## src/rtl/mastermind_pkg.sv

```systemverilog
// mastermind_pkg: shared constants, tracker state and history entry type
package mastermind_pkg;
  localparam int PEG_W = 3;
  localparam int NUM_PEGS = 4;
  localparam int CODE_W = NUM_PEGS * PEG_W;
  typedef enum logic [1:0] {PLAY, WIN, LOSE} tracker_state_t;
  typedef struct packed {
    logic [CODE_W-1:0] guess;
    logic [2:0] red;
    logic [2:0] white;
  } hist_entry_t;
endpackage

```

## src/rtl/mastermind_round_tracker_if.sv

```systemverilog
// mastermind_round_tracker_if: result input, history read port and game status
interface mastermind_round_tracker_if
  import mastermind_pkg::*;
#(
  parameter int MAX_GUESSES = 8
);
  localparam int CNT_W = $clog2(MAX_GUESSES + 1);
  localparam int IDX_W = $clog2(MAX_GUESSES);
  logic new_game;
  logic result_valid;
  logic [CODE_W-1:0] guess;
  logic [2:0] red;
  logic [2:0] white;
  logic [IDX_W-1:0] hist_sel;
  logic [CODE_W-1:0] hist_guess;
  logic [2:0] hist_red;
  logic [2:0] hist_white;
  logic hist_valid;
  logic [CNT_W-1:0] guess_count;
  logic [2:0] last_red;
  logic [2:0] last_white;
  logic win;
  logic lose;
  logic game_over;
  logic bad_result;
  modport master (
    output new_game, result_valid, guess, red, white, hist_sel,
    input hist_guess, hist_red, hist_white, hist_valid, guess_count,
    input last_red, last_white, win, lose, game_over, bad_result
  );
  modport slave (
    input new_game, result_valid, guess, red, white, hist_sel,
    output hist_guess, hist_red, hist_white, hist_valid, guess_count,
    output last_red, last_white, win, lose, game_over, bad_result
  );
endinterface

```

## src/rtl/mastermind_history_ram.sv

```systemverilog
// mastermind_history_ram: guess history with per-entry valid bits and a registered read port
module mastermind_history_ram
  import mastermind_pkg::*;
#(
  parameter int DEPTH = 8,
  parameter int IDX_W = 3
) (
  input  logic             clk,
  input  logic             reset,
  input  logic             we,
  input  logic [IDX_W-1:0] waddr,
  input  hist_entry_t      wdata,
  input  logic             clr,
  input  logic [IDX_W-1:0] raddr,
  output hist_entry_t      rdata,
  output logic             rvalid
);
  hist_entry_t mem [DEPTH];
  logic [DEPTH-1:0] vld;
  logic in_range;
  assign in_range = {1'b0, raddr} < (IDX_W + 1)'(DEPTH);
  // entry data is never cleared; the valid bits alone say what is live
  always_ff @(posedge clk)
    if (we) mem[waddr] <= wdata;
  // valid bits: cleared on a new game, set as entries are written
  always_ff @(posedge clk or posedge reset)
    if (reset) vld <= '0;
    else if (clr) vld <= '0;
    else if (we) vld[waddr] <= 1'b1;
  // read register sees pre-write contents on a same-index collision
  always_ff @(posedge clk or posedge reset)
    if (reset) begin
      rdata <= '0;
      rvalid <= 1'b0;
    end else begin
      rdata <= in_range ? mem[raddr] : '0;
      rvalid <= in_range && vld[raddr];
    end
endmodule

```

## src/rtl/mastermind_round_tracker.sv

```systemverilog
// mastermind_round_tracker: logs scored guesses, counts them and decides win or loss
module mastermind_round_tracker
  import mastermind_pkg::*;
#(
  parameter int MAX_GUESSES = 8
) (
  input logic clk,
  input logic reset,
  mastermind_round_tracker_if.slave bus
);
  localparam int CNT_W = $clog2(MAX_GUESSES + 1);
  localparam int IDX_W = $clog2(MAX_GUESSES);
  tracker_state_t state;
  hist_entry_t wd, rd;
  logic [3:0] fb_sum;
  logic legal, strobe, accept;
  assign fb_sum = {1'b0, bus.red} + {1'b0, bus.white};
  assign legal = bus.red <= 3'(NUM_PEGS) && fb_sum <= 4'(NUM_PEGS);
  assign strobe = bus.result_valid && !bus.new_game && state == PLAY;
  assign accept = strobe && legal;
  assign wd = '{guess: bus.guess, red: bus.red, white: bus.white};
  mastermind_history_ram #(.DEPTH(MAX_GUESSES), .IDX_W(IDX_W)) u_hist (
    .clk(clk),
    .reset(reset),
    .we(accept),
    .waddr(bus.guess_count[IDX_W-1:0]),
    .wdata(wd),
    .clr(bus.new_game),
    .raddr(bus.hist_sel),
    .rdata(rd),
    .rvalid(bus.hist_valid)
  );
  assign bus.hist_guess = rd.guess;
  assign bus.hist_red = rd.red;
  assign bus.hist_white = rd.white;
  assign bus.game_over = bus.win | bus.lose;
  // game FSM with counter, last feedback and registered status flags
  always_ff @(posedge clk or posedge reset)
    if (reset) begin
      state <= PLAY;
      bus.guess_count <= '0;
      bus.last_red <= '0;
      bus.last_white <= '0;
      bus.win <= 1'b0;
      bus.lose <= 1'b0;
      bus.bad_result <= 1'b0;
    end else if (bus.new_game) begin
      state <= PLAY;
      bus.guess_count <= '0;
      bus.last_red <= '0;
      bus.last_white <= '0;
      bus.win <= 1'b0;
      bus.lose <= 1'b0;
      bus.bad_result <= 1'b0;
    end else begin
      bus.bad_result <= strobe && !legal;
      if (accept) begin
        bus.guess_count <= bus.guess_count + 1'b1;
        bus.last_red <= bus.red;
        bus.last_white <= bus.white;
        if (bus.red == 3'(NUM_PEGS)) begin
          state <= WIN;
          bus.win <= 1'b1;
        end else if (bus.guess_count + 1'b1 == CNT_W'(MAX_GUESSES)) begin
          state <= LOSE;
          bus.lose <= 1'b1;
        end
      end
    end
endmodule
```

## src/flat_wrapper.sv

```systemverilog
// flat-port wrapper written by rule: the top's interface ports become plain ports
module mastermind_round_tracker_flat import mastermind_pkg::*;
#(
  parameter int MAX_GUESSES = 8
)
  (clk, reset, bus_new_game, bus_result_valid, bus_guess, bus_red, bus_white, bus_hist_sel, bus_hist_guess, bus_hist_red, bus_hist_white, bus_hist_valid, bus_guess_count, bus_last_red, bus_last_white, bus_win, bus_lose, bus_game_over, bus_bad_result);
  mastermind_round_tracker_if #(.MAX_GUESSES(MAX_GUESSES)) bus_i ();
  input logic clk;
  input logic reset;
  input wire logic [$bits(bus_i.new_game)-1:0] bus_new_game;
  input wire logic [$bits(bus_i.result_valid)-1:0] bus_result_valid;
  input wire logic [$bits(bus_i.guess)-1:0] bus_guess;
  input wire logic [$bits(bus_i.red)-1:0] bus_red;
  input wire logic [$bits(bus_i.white)-1:0] bus_white;
  input wire logic [$bits(bus_i.hist_sel)-1:0] bus_hist_sel;
  output wire logic [$bits(bus_i.hist_guess)-1:0] bus_hist_guess;
  output wire logic [$bits(bus_i.hist_red)-1:0] bus_hist_red;
  output wire logic [$bits(bus_i.hist_white)-1:0] bus_hist_white;
  output wire logic [$bits(bus_i.hist_valid)-1:0] bus_hist_valid;
  output wire logic [$bits(bus_i.guess_count)-1:0] bus_guess_count;
  output wire logic [$bits(bus_i.last_red)-1:0] bus_last_red;
  output wire logic [$bits(bus_i.last_white)-1:0] bus_last_white;
  output wire logic [$bits(bus_i.win)-1:0] bus_win;
  output wire logic [$bits(bus_i.lose)-1:0] bus_lose;
  output wire logic [$bits(bus_i.game_over)-1:0] bus_game_over;
  output wire logic [$bits(bus_i.bad_result)-1:0] bus_bad_result;
  assign bus_i.new_game = bus_new_game;
  assign bus_i.result_valid = bus_result_valid;
  assign bus_i.guess = bus_guess;
  assign bus_i.red = bus_red;
  assign bus_i.white = bus_white;
  assign bus_i.hist_sel = bus_hist_sel;
  assign bus_hist_guess = bus_i.hist_guess;
  assign bus_hist_red = bus_i.hist_red;
  assign bus_hist_white = bus_i.hist_white;
  assign bus_hist_valid = bus_i.hist_valid;
  assign bus_guess_count = bus_i.guess_count;
  assign bus_last_red = bus_i.last_red;
  assign bus_last_white = bus_i.last_white;
  assign bus_win = bus_i.win;
  assign bus_lose = bus_i.lose;
  assign bus_game_over = bus_i.game_over;
  assign bus_bad_result = bus_i.bad_result;
  mastermind_round_tracker #(.MAX_GUESSES(MAX_GUESSES)) u_core (.clk(clk), .reset(reset), .bus(bus_i));
endmodule
```

## config.mk

```make
export PLATFORM = sky130hd
export DESIGN_NAME = mastermind_round_tracker_flat
export DESIGN_NICKNAME = d
export VERILOG_FILES = /design/src/rtl/mastermind_pkg.sv /design/src/rtl/mastermind_round_tracker_if.sv /design/src/rtl/mastermind_history_ram.sv /design/src/rtl/mastermind_round_tracker.sv /design/src/flat_wrapper.sv
export SDC_FILE = /design/constraint.sdc
export NUM_CORES = 1
export LEC_CHECK = 0
export CORE_AREA = 10 10 180 182
export CTS_CLUSTER_DIAMETER = 50
export DETAILED_ROUTE_END_ITERATION = 7
export DIE_AREA = 0 0 190 192
export GPL_TIMING_DRIVEN = 0
export REMOVE_ABC_BUFFERS = 1
export SYNTH_ARGS = -nofsm -noshare
export SYNTH_HDL_FRONTEND = slang
export SYNTH_SLANG_ARGS = --single-unit
```

## constraint.sdc

```tcl
create_clock -name clk -period 2.5 [get_ports clk]
set_input_delay 0.25 -clock clk [delete_from_list [all_inputs] [get_ports clk]]
set_output_delay 0.25 -clock clk [all_outputs]
set_load 0.05 [all_outputs]
```

==> results by group, run 1 <==
Outcome
  • Outcome: finished with violations
  • Failing checks: negative setup slack

Placed design
  • Port buffer count: 57
  • Hpwl dp: 8.615 mm
  • Final GP Congestion: 0.6906
  • DP Worst Slack: -2.547 ns

Layout
  • Fraction of layout cells with a size suffix above 1: 34.00%
  • Filler cells: 2686
  • # diodes: 0
  • Synth-to-Final Area Change: 30.89%
  • Multi-input logic area: 1698 um2
  • Register Area: 5375 um2
  • Post-layout nets: 464

Die
  • Core Rows: 62
  • Die ar.: 36480 um2
  • Core ar.: 28630 um2
  • Die X: 190 um
  • Die height: 192 um
  • Initial Util: 24.73%
  • Top-level port count: 58

Logic synthesis
  • Seq cells post-synth: 186
  • Mapped Cells: 335
  • Ys Warns: 0
  • Post-synth EDFFs: 144
  • Area leader, netlist: edfxtp_1
  • Synth async-reset ratio: 22.58%
  • Most used flip-flop cell after synthesis: edfxtp_1
  • Area contributors post-synth: edfxtp_1, dfrtp_1, mux4_2
  • Netlist cell types: 36
  • Top-area cell type share of the netlist area: 61.08%
  • Seq/Total Area, Yosys: 75.93%
  • Syn_area_per_cell: 21.13 um2
  • Mapped Area: 7079 um2

Power and ir drop
  • Pwr Density: 709.4 nW/um2
  • Internal power: 4.963 mW
  • Peak VDD IR: 0.4203 mV
  • Sw Pwr: 1.611 mW
  • Comb pwr share: 8.0%
  • Pleak: 3.162 nW
  • Switching share of power: 24.50%
  • Flop pwr share: 51.7%
  • Overall power: 6.574 mW
  • Power share of the clock group: 40.3%

Setup path
  • WS Path Type: in -> reg
  • CP Launch Type: primary input
  • Crit path launch: bus_red[0]
  • CP required: 2.64 ns
  • Worst R2R Start: u_core.state[1]
  • Max FO, Critical Path: 5
  • Reg2Reg Setup Slack: 0.33 ns
  • Reg-to-reg critical path endpoint: u_core.u_hist.mem[3][5]
  • CP Capture Type: flip-flop
  • Reg2reg path depth: 8
  • CP arrival: 2.67 ns

Global route
  • Grt total ovfl: 0
  • Largest net degree at the start of global routing: 39
  • Initial antenna violation count: 0
  • Total GRT Usage: 8.711%
  • Vias in the first global route: 3789
  • First-pass GRT wire length: 23.62 mm

Clock network
  • Clock sink count: 186
  • Worst-skew pair later-pin latency: 0.43 ns
  • CTS root buffer: clkbuf_16
  • Reg clk slew, reported paths: 0.07 ns
  • H-tree depth: 4
  • Clock buffer depth: 2
  • CTS tree: yes
  • TritonCTS Buffers: 17
  • CTS Hold Buffers Added: 0

Run
  • Max cap viols: 0

Timing
  • Final setup margin: -0.03855 ns
  • Min cycle time layout: 2.539 ns
  • Worst slew pin tran: 1.315 ns
  • Slew Limit Fails: 0
  • Count of final setup violators: 13
  • Slew margin rel.: 12.07%
  • Fin. Hold Viols: 0
  • RSZ-0062 raised after global routing: yes
  • Final Skew: 0.01366 ns
  • Max Clk Rate: 0.3939 GHz
  • Final cycle utilization of the critical path: 101.5%

Drt
  • Met3 WL: 854 um
  • DRT Pass-1 Iters: 4
  • Top Metal Used: met4
  • Wire length on met2: 7.393 mm
  • Drt wl/cell: 18.89 um
  • Initial DRC Count: 233
  • Met1 wire length: 7.275 mm
  • DRT Wirelength: 15.70 mm
  • Vias per std cell: 4.260
  • Via Count: 3540
  • Antenna Nets Post-Route: 0
  • DRC: 0

Min path
  • Worst Hold Launch: bus_red[0]
  • Hold EP: u_core.u_hist.mem[6][3]
  • Hold path cells: 1
  • Hold Path Class: in -> reg
==> critical path, cell delays in order <==
cell,delay (ns)
buf_12,0.09
ha_4,0.13
inv_2,0.03
fa_1,0.52
nand2b_4,0.06
a221o_1,0.37
a2111oi_4,0.37
buf_6,0.18
buf_12,0.11
nor3b_4,0.23
buf_6,0.17
buf_8,0.14
==> metal layers <==
metal	vias up	track usage, %
met5	-	0
li1	1548	-
met2	101	13.54
met3	13	2.339
met4	0	2.930
met1	1878	11.53
==> cells in the mapped netlist (all sizes together) (2+ instances only) <==
master	instances
a211oi	2
a31oi	2
and3	3
and3b	3
buf	6
clkbuf	9
dfrtp	42
edfxtp	144
ha	4
inv	7
mux2	20
mux2i	6
mux4	38
nand2	7
nand2b	2
nor2	11
nor2b	4
nor3b	3
o21a	7
o21ai	5
xnor2	2
==> cell type report <==
class,count,area share (%)
clock buffers,18,4.631
clock inverters,14,1.809
repair buffers,93,11.72
flip-flops and latches,186,58.01
inverters,7,0.3241
multi-input cells,129,18.32
well taps,384,5.185
==> power by group through the flow <==
stage                     Clock (mW)  Combinational [mW]  Sequential [mW]
after global placement             0               0.475             3.46
after global routing            2.85               0.564             3.40
after detailed placement           0               0.480             3.46
after floorplan                    0               0.152             3.57
final                           2.65               0.528             3.40
after CTS                       2.71               0.520             3.40
==> sequential cells by signal, indices dropped and copies added, names as in the netlist, 2 cells and up <==
signal and flops:
u_core.u_hist.vld 8, u_core.state 2, u_core.bus.guess_count 4, u_core.bus.last_white 3
u_core.bus.last_red 3, u_core.u_hist.mem 144, u_core.u_hist.rdata 18
==> cell usage in the layout, fill, tap and decap left out, drive strengths merged <==
| cell type | count |
|---|---|
| o21ai | 5 |
| nand2b | 2 |
| a2111oi | 2 |
| clkinvlp | 1 |
| o21a | 7 |
| fa | 1 |
| edfxtp | 144 |
| a221o | 1 |
| nand3 | 1 |
| a211oi | 2 |
| and2 | 1 |
| dlymetal6s2s | 1 |
| xnor2 | 2 |
| mux2i | 6 |
| or2 | 1 |
| a21o | 1 |
| mux4 | 38 |
| buf | 41 |
| and3b | 3 |
| nor2b | 4 |
| clkinv | 5 |
| ha | 4 |
| nor3b | 3 |
| and4 | 2 |
| a31oi | 2 |
| mux2 | 20 |
| dfrtp | 42 |
| inv | 15 |
| nor2 | 11 |
| clkbuf | 19 |
| and3 | 3 |
| clkdlybuf4s50 | 50 |
| nand2 | 7 |
==> stage by stage <==
stage                     setup TNS [ns]  cell area (um2)  cells  util, %  hold WS, ns
after floorplan                  -126.47             7003    320        -       0.3081
after global placement           -400.62             8054    761    28.14       0.4552
after detailed placement         -378.33             8108    764    28.32       0.4736
after CTS                              0             9151    823    31.97      0.05139
after global routing              -3.898             9266    831    32.37      0.01316
final                            -0.3717             9266    831    32.37      0.02687
==> cell families after synthesis <==
kind of cell    Yosys count  synth area share (%)
mux                      64                 16.17
buf+inv                  22                 1.449
simple gates             37                 3.022
flops                   186                 75.93
fa+ha+maj                 5                0.9898
compound gates           19                 2.192
xor+xnor                  2                0.2475
==> worst max-delay path by stage <==
| stage | endpoint | slack, ns | depth (start not counted) |
|---|---|---|---|
| 2_1_floorplan | u_core.u_hist.mem[3][0] | -1.11 | 7 |
| 3_5_place_dp | u_core.u_hist.mem[6][12] | -2.55 | 8 |
| 6_report | u_core.u_hist.mem[3][5] | -0.04 | 12 |
| 3_3_place_gp | u_core.u_hist.mem[3][10] | -2.97 | 8 |
| 4_1_cts | u_core.u_hist.mem[3][9] | 0.004 | 12 |
| 5_1_grt | u_core.u_hist.mem[3][5] | -0.11 | 12 |
==> timing repair <==
item,4_1_cts,5_1_grt
buffers inserted,24,8
pin swaps,3,5
resized for setup,48,12
gates cloned,3,1
endpoints found under the setup margin,166,44
(Power assumes the default switching activity.)
==> run 2, diff against run 1 <==
--- a/config.mk
+++ b/config.mk
@@ -5,10 +5,10 @@
 export SDC_FILE = /design/constraint.sdc
 export NUM_CORES = 1
 export LEC_CHECK = 0
-export CORE_AREA = 10 10 180 182
+export CORE_AREA = 10 10 145 147
 export CTS_CLUSTER_DIAMETER = 50
 export DETAILED_ROUTE_END_ITERATION = 7
-export DIE_AREA = 0 0 190 192
+export DIE_AREA = 0 0 155 157
 export GPL_TIMING_DRIVEN = 0
 export REMOVE_ABC_BUFFERS = 1
 export SYNTH_ARGS = -nofsm -noshare
==> run 2 against run 1 <==
Against the previous run: the run now ends clean; via count shrank 1.7%; highest routed layer unchanged; power decreased by 2.7%; fmax grew 3.9%; largest power group unchanged; final area shrank 2.7%; register-to-register slack gained 0.08 ns; global-route usage rose by 3.4 points; critical path type unchanged; combinational power decreased by 2%; non-clock buffer count rose by 1; hold slack better by 0.044 ns; critical path depth decreased by 1; sequential cell count is the same; utilization is 17 points higher.
==> results by group, run 2 (synthesis gave the netlist of run 1 again) <==
Layout
  • Largest register FFs: 144 (unchanged)
  • Top Registers: u_core.u_hist.mem (144), u_core.u_hist.rdata (18), u_core.u_hist.vld (8) (unchanged)
  • Synth-to-Final Area Change: 27.36% (was 30.89%)
  • Fraction of layout cells with a size suffix above 1: 32.81% (was 34.00%)
  • # diodes: 0 (unchanged)
  • Filler cells: 1478 (was 2686)
  • Most common cell after layout, fill and taps aside: edfxtp_1 (unchanged)
  • Post-layout nets: 465 (was 464)
  • Leading cell types in the layout, fill and taps excluded: edfxtp_1, clkdlybuf4s50_1, dfrtp_1 (unchanged)
  • Largest register by flop count: u_core.u_hist.mem (unchanged)
  • Multi-input logic area: 1697 um2 (was 1698 um2)
  • Register Area: 5375 um2 (unchanged)

Timing
  • Final cycle utilization of the critical path: 97.69% (was 101.5%)
  • Worst slew pin tran: 1.240 ns (was 1.315 ns)
  • Slew Limit Fails: 0 (unchanged)
  • Count of final setup violators: 0 (was 13)
  • Final Skew: 0.01547 ns (was 0.01366 ns)
  • Max Clk Rate: 0.4094 GHz (was 0.3939 GHz)
  • Min cycle time layout: 2.442 ns (was 2.539 ns)
  • Fin. Hold Viols: 0 (unchanged)
  • Final setup margin: 0.05764 ns (was -0.03855 ns)
  • Slew margin rel.: 17.11% (was 12.07%)

Clock network
  • CTS tree: yes (unchanged)
  • Worst-skew pair later-pin latency: 0.43 ns (about the same)
  • CTS root buffer: clkbuf_16 (unchanged)
  • Clock buffer depth: 2 (unchanged)
  • Clock sink count: 186 (unchanged)
  • H-tree depth: 4 (unchanged)
  • TritonCTS Buffers: 17 (unchanged)
  • Reg clk slew, reported paths: 0.06 ns (was 0.07 ns)

Die
  • Top-level port count: 58 (unchanged)
  • Core ar.: 18330 um2 (was 28630 um2)
  • Die X: 155 um (was 190 um)
  • Die height: 157 um (was 192 um)
  • Initial Util: 38.62% (was 24.73%)
  • Die ar.: 24340 um2 (was 36480 um2)
  • Core Rows: 50 (was 62)

Drt
  • Drt wl/cell: 20.61 um (was 18.89 um)
  • Via Count: 3479 (was 3540)
  • Vias per std cell: 5.101 (was 4.260)
  • DRT Pass-1 Iters: 4 (unchanged)
  • DRC: 0 (unchanged)
  • DRT Wirelength: 14.05 mm (was 15.70 mm)
  • Initial DRC Count: 207 (was 233)
  • Antenna Nets Post-Route: 0 (unchanged)

Outcome
  • Outcome: completed (was finished with violations)

Setup path
  • Max FO, Critical Path: 7 (was 5)
  • Worst R2R Start: u_core.state[1] (unchanged)
  • CP Cell Sequence: buf_12 > ha_4 > inv_2 > fa_1 > nand2b_4 > a221o_1 > a2111oi_4 > buf_6 > buf_6 > and3_4 > clkbuf_16 (was buf_12 > ha_4 > inv_2 > fa_1 > nand2b_4 > a221o_1 > a2111oi_4 > buf_6 > buf_12 > nor3b_4 > buf_6 > buf_8)
  • Reg2reg path depth: 7 (was 8)
  • Critical path endpoint: u_core.u_hist.mem[6][6] (was u_core.u_hist.mem[3][5])
  • Crit path launch: bus_red[0] (unchanged)
  • CP max stage cell: fa_1 (unchanged)
  • CP Capture Type: flip-flop (unchanged)
  • Reg-to-reg critical path endpoint: u_core.u_hist.mem[6][6] (was u_core.u_hist.mem[3][5])
  • Top cell by count, worst path: buf_6
  • CP arrival: 2.58 ns (was 2.67 ns)
  • Reg2Reg Setup Slack: 0.41 ns (was 0.33 ns)
  • Worst path max stage delay: 0.54 ns (was 0.52 ns)
  • CP Launch Type: primary input (unchanged)
  • WS Path Type: in -> reg (unchanged)
  • CP required: 2.64 ns (about the same)

Min path
  • Hold Path Class: in -> reg (unchanged)

Power and ir drop
  • Pleak: 3.131 nW (was 3.162 nW)
  • Overall power: 6.396 mW (was 6.574 mW)
  • Peak VDD IR: 0.5051 mV (was 0.4203 mV)
  • Pwr Density: 709.4 nW/um2 (about the same)

Placed design
  • Final GP Congestion: 0.6956 (was 0.6906)
  • DP Worst Slack: -2.645 ns (was -2.547 ns)
  • Hpwl dp: 7.790 mm (was 8.615 mm)
  • Port buffer count: 57 (unchanged)

Global route
  • Vias in the first global route: 3795 (was 3789)
  • Initial antenna violation count: 0 (unchanged)
  • Total GRT Usage: 12.10% (was 8.711%)
  • First-pass GRT wire length: 22.09 mm (was 23.62 mm)
  • Largest net degree at the start of global routing: 39 (unchanged)
  • Grt total ovfl: 0 (unchanged)

Run
  • Max cap viols: 0 (unchanged)
[run 2: cell count changes in the layout (fill, tap and decap cells not counted), sizes merged]
cell / delta
buf: +1
bufinv: +1
clkbuf: +5
clkdlybuf4s50: +1
clkinv: +1
clkinvlp: +2
dlymetal6s2s: -1
inv: -9
[run 2: worst min path at each step]
stage / end / start / depth (start not counted)
after CTS: u_core.u_hist.mem[3][0] / bus_white[0] / 1
after global placement: u_core.u_hist.vld[0] / u_core.u_hist.vld[0] / 1
final: u_core.u_hist.mem[6][1] / bus_white[1] / 1
after global routing: u_core.u_hist.mem[3][1] / bus_white[1] / 1
after detailed placement: u_core.u_hist.vld[2] / u_core.u_hist.vld[2] / 1
after floorplan: u_core.state[1] / bus_new_game / 1
[run 2: through the flow]
stage	util, %	instance area (um2)	std cells	hold slack (ns)	setup TNS [ns]
6_report	49.19	9016	682	0.07072	0
5_1_grt	49.19	9016	682	0.06001	-1.039
4_1_cts	48.33	8860	672	0.08725	0
3_5_place_dp	43.21	7920	614	0.4750	-389.34
3_3_place_gp	42.91	7866	611	0.4563	-405.96
2_1_floorplan	-	7003	320	0.3081	-126.47
[run 2: timing repair]
item / 4_1_cts / 5_1_grt
gates resized for setup: 38 / 18
hold buffers: 0 / 0
buffers inserted: 24 / 9
pin swaps: 3 / 4
gates cloned: 2 / 1
endpoints found under the setup margin: 166 / 146
[run 2: critical path, delay by kind of cell]
| kind | cells | cell delay, ns |
|---|---|---|
| fa+ha+maj | 2 | 0.67 |
| simple gates | 2 | 0.33 |
| compound gates | 2 | 0.74 |
| buf+inv | 5 | 0.57 |
[run 2: cell type report]
class,count,area share (%)
Sequential cell,186,59.62
Multi-Input combinational cell,129,18.82
Timing Repair Buffer,94,11.88
Clock buffer,23,5.301
Tap cell,234,3.247
Clock inverter,9,0.8049
Inverter,7,0.3331
[run 2: where the power goes]
part           internal [mW]  switching [mW]
clock                   1.44            1.04
combinational          0.224           0.295
sequential              3.38          0.0162
total                   5.04            1.36
[run 2: layer usage]
layer,part of all wire (%),GRT usage (%)
met1,44,15.06
met2,51,19.72
met3,4.6,3.903
met4,0.83,3.689
met5,0,0
==> run 3, diff against run 2 <==
--- a/config.mk
+++ b/config.mk
@@ -11,6 +11,8 @@
 export DIE_AREA = 0 0 155 157
 export GPL_TIMING_DRIVEN = 0
 export REMOVE_ABC_BUFFERS = 1
+export SKIP_CTS_REPAIR_TIMING = 1
+export SLEW_MARGIN = 20
 export SYNTH_ARGS = -nofsm -noshare
 export SYNTH_HDL_FRONTEND = slang
 export SYNTH_SLANG_ARGS = --single-unit
==> run 3 against run 2 <==
Against the previous run: clock skew is 0.010 ns lower; largest power group unchanged; fmax fell by 2.2%; utilization down 0.48 points; critical path depth unchanged; final area down 0.99%; setup slack worse by 0.054 ns; highest routed layer unchanged; wire length fell by 1.3%.
==> results by group, run 3 (synthesis gave the netlist of run 1 again) <==
Clock network
  • Clock sink count: 186 (unchanged)
  • Worst-skew pair later-pin latency: 0.43 ns (about the same)
  • TritonCTS Buffers: 17 (unchanged)
  • Clock buffer depth: 2 (unchanged)
  • Reg clk slew, reported paths: 0.06 ns (about the same)
  • H-tree depth: 4 (unchanged)
  • CTS tree: yes (unchanged)
  • CTS root buffer: clkbuf_16 (unchanged)

Power and ir drop
  • Power share of the clock group: 38.5% (was 38.8%)
  • Overall power: 6.338 mW (was 6.396 mW)
  • Peak VDD IR: 0.5024 mV (was 0.5051 mV)
  • Switching share of power: 21.51% (was 21.20%)
  • Internal power: 4.974 mW (was 5.040 mW)
  • Flop pwr share: 53.6% (was 53.1%)
  • Comb pwr share: 7.9% (was 8.1%)
  • Sw Pwr: 1.363 mW (was 1.356 mW)
  • Pleak: 3.111 nW (was 3.131 nW)
  • Pwr Density: 709.9 nW/um2 (was 709.4 nW/um2)

Setup path
  • Worst path max stage delay: 0.54 ns (about the same)
  • Max FO, Critical Path: 8 (was 7)
  • Reg2reg path depth: 7 (unchanged)
  • CP arrival: 2.64 ns (was 2.58 ns)
  • WS Path Type: in -> reg (unchanged)
  • Crit path max-delay family: compound AO/OA/AOI/OAI gates (unchanged)
  • CP Launch Type: primary input (unchanged)
  • CP Depth: 11 (unchanged)
  • Top cell by count, worst path: buf_6 (unchanged)
  • CP max stage cell: fa_1 (unchanged)
  • CP required: 2.64 ns (about the same)
  • Buffering stage count on the worst path with inverters included: 5 (unchanged)
  • CP Capture Type: flip-flop (unchanged)
  • CP Cell Sequence: buf_12 > ha_4 > inv_2 > fa_1 > nand2b_4 > a221o_1 > a2111oi_4 > buf_6 > nor3b_4 > buf_6 > buf_8 (was buf_12 > ha_4 > inv_2 > fa_1 > nand2b_4 > a221o_1 > a2111oi_4 > buf_6 > buf_6 > and3_4 > clkbuf_16)

Outcome
  • Outcome: completed (unchanged)

Drt
  • Vias per std cell: 5.019 (was 5.101)
  • Via Count: 3408 (was 3479)
  • Antenna Nets Post-Route: 0 (unchanged)
  • Initial DRC Count: 164 (was 207)
  • DRT Pass-1 Iters: 4 (unchanged)
  • Drt wl/cell: 20.42 um (was 20.61 um)
  • DRT Wirelength: 13.87 mm (was 14.05 mm)
  • DRC: 0 (unchanged)

Timing
  • Count of final setup violators: 0 (unchanged)
  • Slew Limit Fails: 0 (unchanged)
  • Fin. Hold Viols: 0 (unchanged)
  • Worst slew pin tran: 0.6232 ns (was 1.240 ns)
  • Final cycle utilization of the critical path: 99.86% (was 97.69%)
  • Max Clk Rate: 0.4006 GHz (was 0.4094 GHz)
  • Final Skew: 0.005166 ns (was 0.01547 ns)
  • Fin Hold WS: 0.03335 ns (was 0.07072 ns)
  • Min cycle time layout: 2.496 ns (was 2.442 ns)
  • RSZ-0062 raised after global routing: yes
  • Slew margin rel.: 58.45% (was 17.11%)

Min path
  • Hold Path Class: in -> reg (unchanged)
  • Hold path cells: 1 (unchanged)

Layout
  • Fraction of layout cells with a size suffix above 1: 32.13% (was 32.81%)
  • # diodes: 0 (unchanged)
  • Post-layout nets: 463 (was 465)
  • Leading cell types in the layout, fill and taps excluded: edfxtp_1, clkdlybuf4s50_1, dfrtp_1 (unchanged)
  • Synth-to-Final Area Change: 26.10% (was 27.36%)
  • Largest register FFs: 144 (unchanged)
  • Largest register by flop count: u_core.u_hist.mem (unchanged)
  • Most common cell after layout, fill and taps aside: edfxtp_1 (unchanged)
  • Fin cells: 679 (was 682)
  • Top Registers: u_core.u_hist.mem (144), u_core.u_hist.rdata (18), u_core.u_hist.vld (8) (unchanged)
  • Final Cell Area: 8927 um2 (was 9016 um2)

Placed design
  • Hpwl dp: 7.882 mm (was 7.790 mm)
  • Area after DPL: 7954 um2 (was 7920 um2)
  • Final GP Congestion: 0.6956 (unchanged)
  • Port buffer count: 57 (unchanged)
  • Placed Cells: 616 (was 614)

Die
  • Core Rows: 50 (unchanged)
  • Die ar.: 24340 um2 (unchanged)
  • Die height: 157 um (unchanged)
  • Core ar.: 18330 um2 (unchanged)
  • Die X: 155 um (unchanged)
  • Top-level port count: 58 (unchanged)
  • Initial Util: 38.62% (unchanged)

Global route
  • Total GRT Usage: 11.53% (was 12.10%)
  • First-pass GRT wire length: 20.80 mm (was 22.09 mm)
  • Initial antenna violation count: 0 (unchanged)
  • Vias in the first global route: 3649 (was 3795)
  • Grt total ovfl: 0 (unchanged)
  • Largest net degree at the start of global routing: 23 (was 39)

Run
  • Max cap viols: 0 (unchanged)
## run 3: cell types whose count changed in the layout (fill, tap and decap cells not counted), moves of 2 or more
cell / before / now
buf_2: 1 / 3
clkbuf_8: 3 / 1
clkdlybuf4s50_1: 51 / 49
clkinv_2: 4 / 2
## run 3: path summary, 6_finish.rpt
| check | from | to | slack [ns] |
|---|---|---|---|
| setup / recovery | bus_red[0] | u_core.u_hist.mem[3][12] | 0.004 |
| hold / removal | bus_red[0] | u_core.u_hist.mem[7][3] | 0.03 |
| setup reg to reg | u_core.state[1] | u_core.u_hist.mem[3][12] | 0.43 |
| hold reg to reg | u_core.u_hist.vld[7] | u_core.u_hist.vld[7] | 0.49 |
| max in group asynchronous | reset | u_core.u_hist.rdata[16] | 1.83 |
| min in group asynchronous | reset | u_core.bus.last_white[1] | 0.17 |
## run 3: worst register-to-register path, cell delays in order, from the launching register on
cell       delay (ns)
dfrtp_1          0.38
nor2_1           0.10
nand3_1          0.15
a2111oi_4        0.44
buf_6            0.19
nor3b_4          0.24
buf_6            0.15
buf_8            0.13
## run 3: stage by stage
stage / setup TNS [ns] / util (%) / worst slack (ns)
after floorplan: -126.47 / - / -1.107
after global placement: -405.96 / 42.91 / -2.954
after detailed placement: -338.92 / 43.39 / -2.167
after CTS: -261.39 / 46.28 / -1.702
after global routing: -0.5455 / 48.70 / -0.04627
final: 0 / 48.70 / 0.003546
## run 3: area by class of cell
type	count	area (um2)
sequential	186	5375
clock inverter	9	75.07
inverter	7	30.03
tap	234	292.8
multi-input combinational	128	1663
fill	1490	9403
timing repair buffer	93	1037
clock buffer	22	454.2
## run 3: power groups by stage
| stage | Sequential, mW | Clock [mW] | Combinational [mW] |
|---|---|---|---|
| CTS | 3.40 | 2.50 | 0.481 |
| finish | 3.40 | 2.44 | 0.502 |
| detailed placement | 3.46 | 0 | 0.480 |
| global route | 3.40 | 2.62 | 0.539 |
| floorplan | 3.57 | 0 | 0.152 |
| global placement | 3.46 | 0 | 0.474 |
## run 3: per-layer routing
metal	up-vias	track usage [%]	share of wire (%)
li1	1533	-	-
met1	1775	13.94	44
met2	82	18.64	49
met3	18	4.285	5.7
met4	0	3.914	1.2
met5	-	0	0
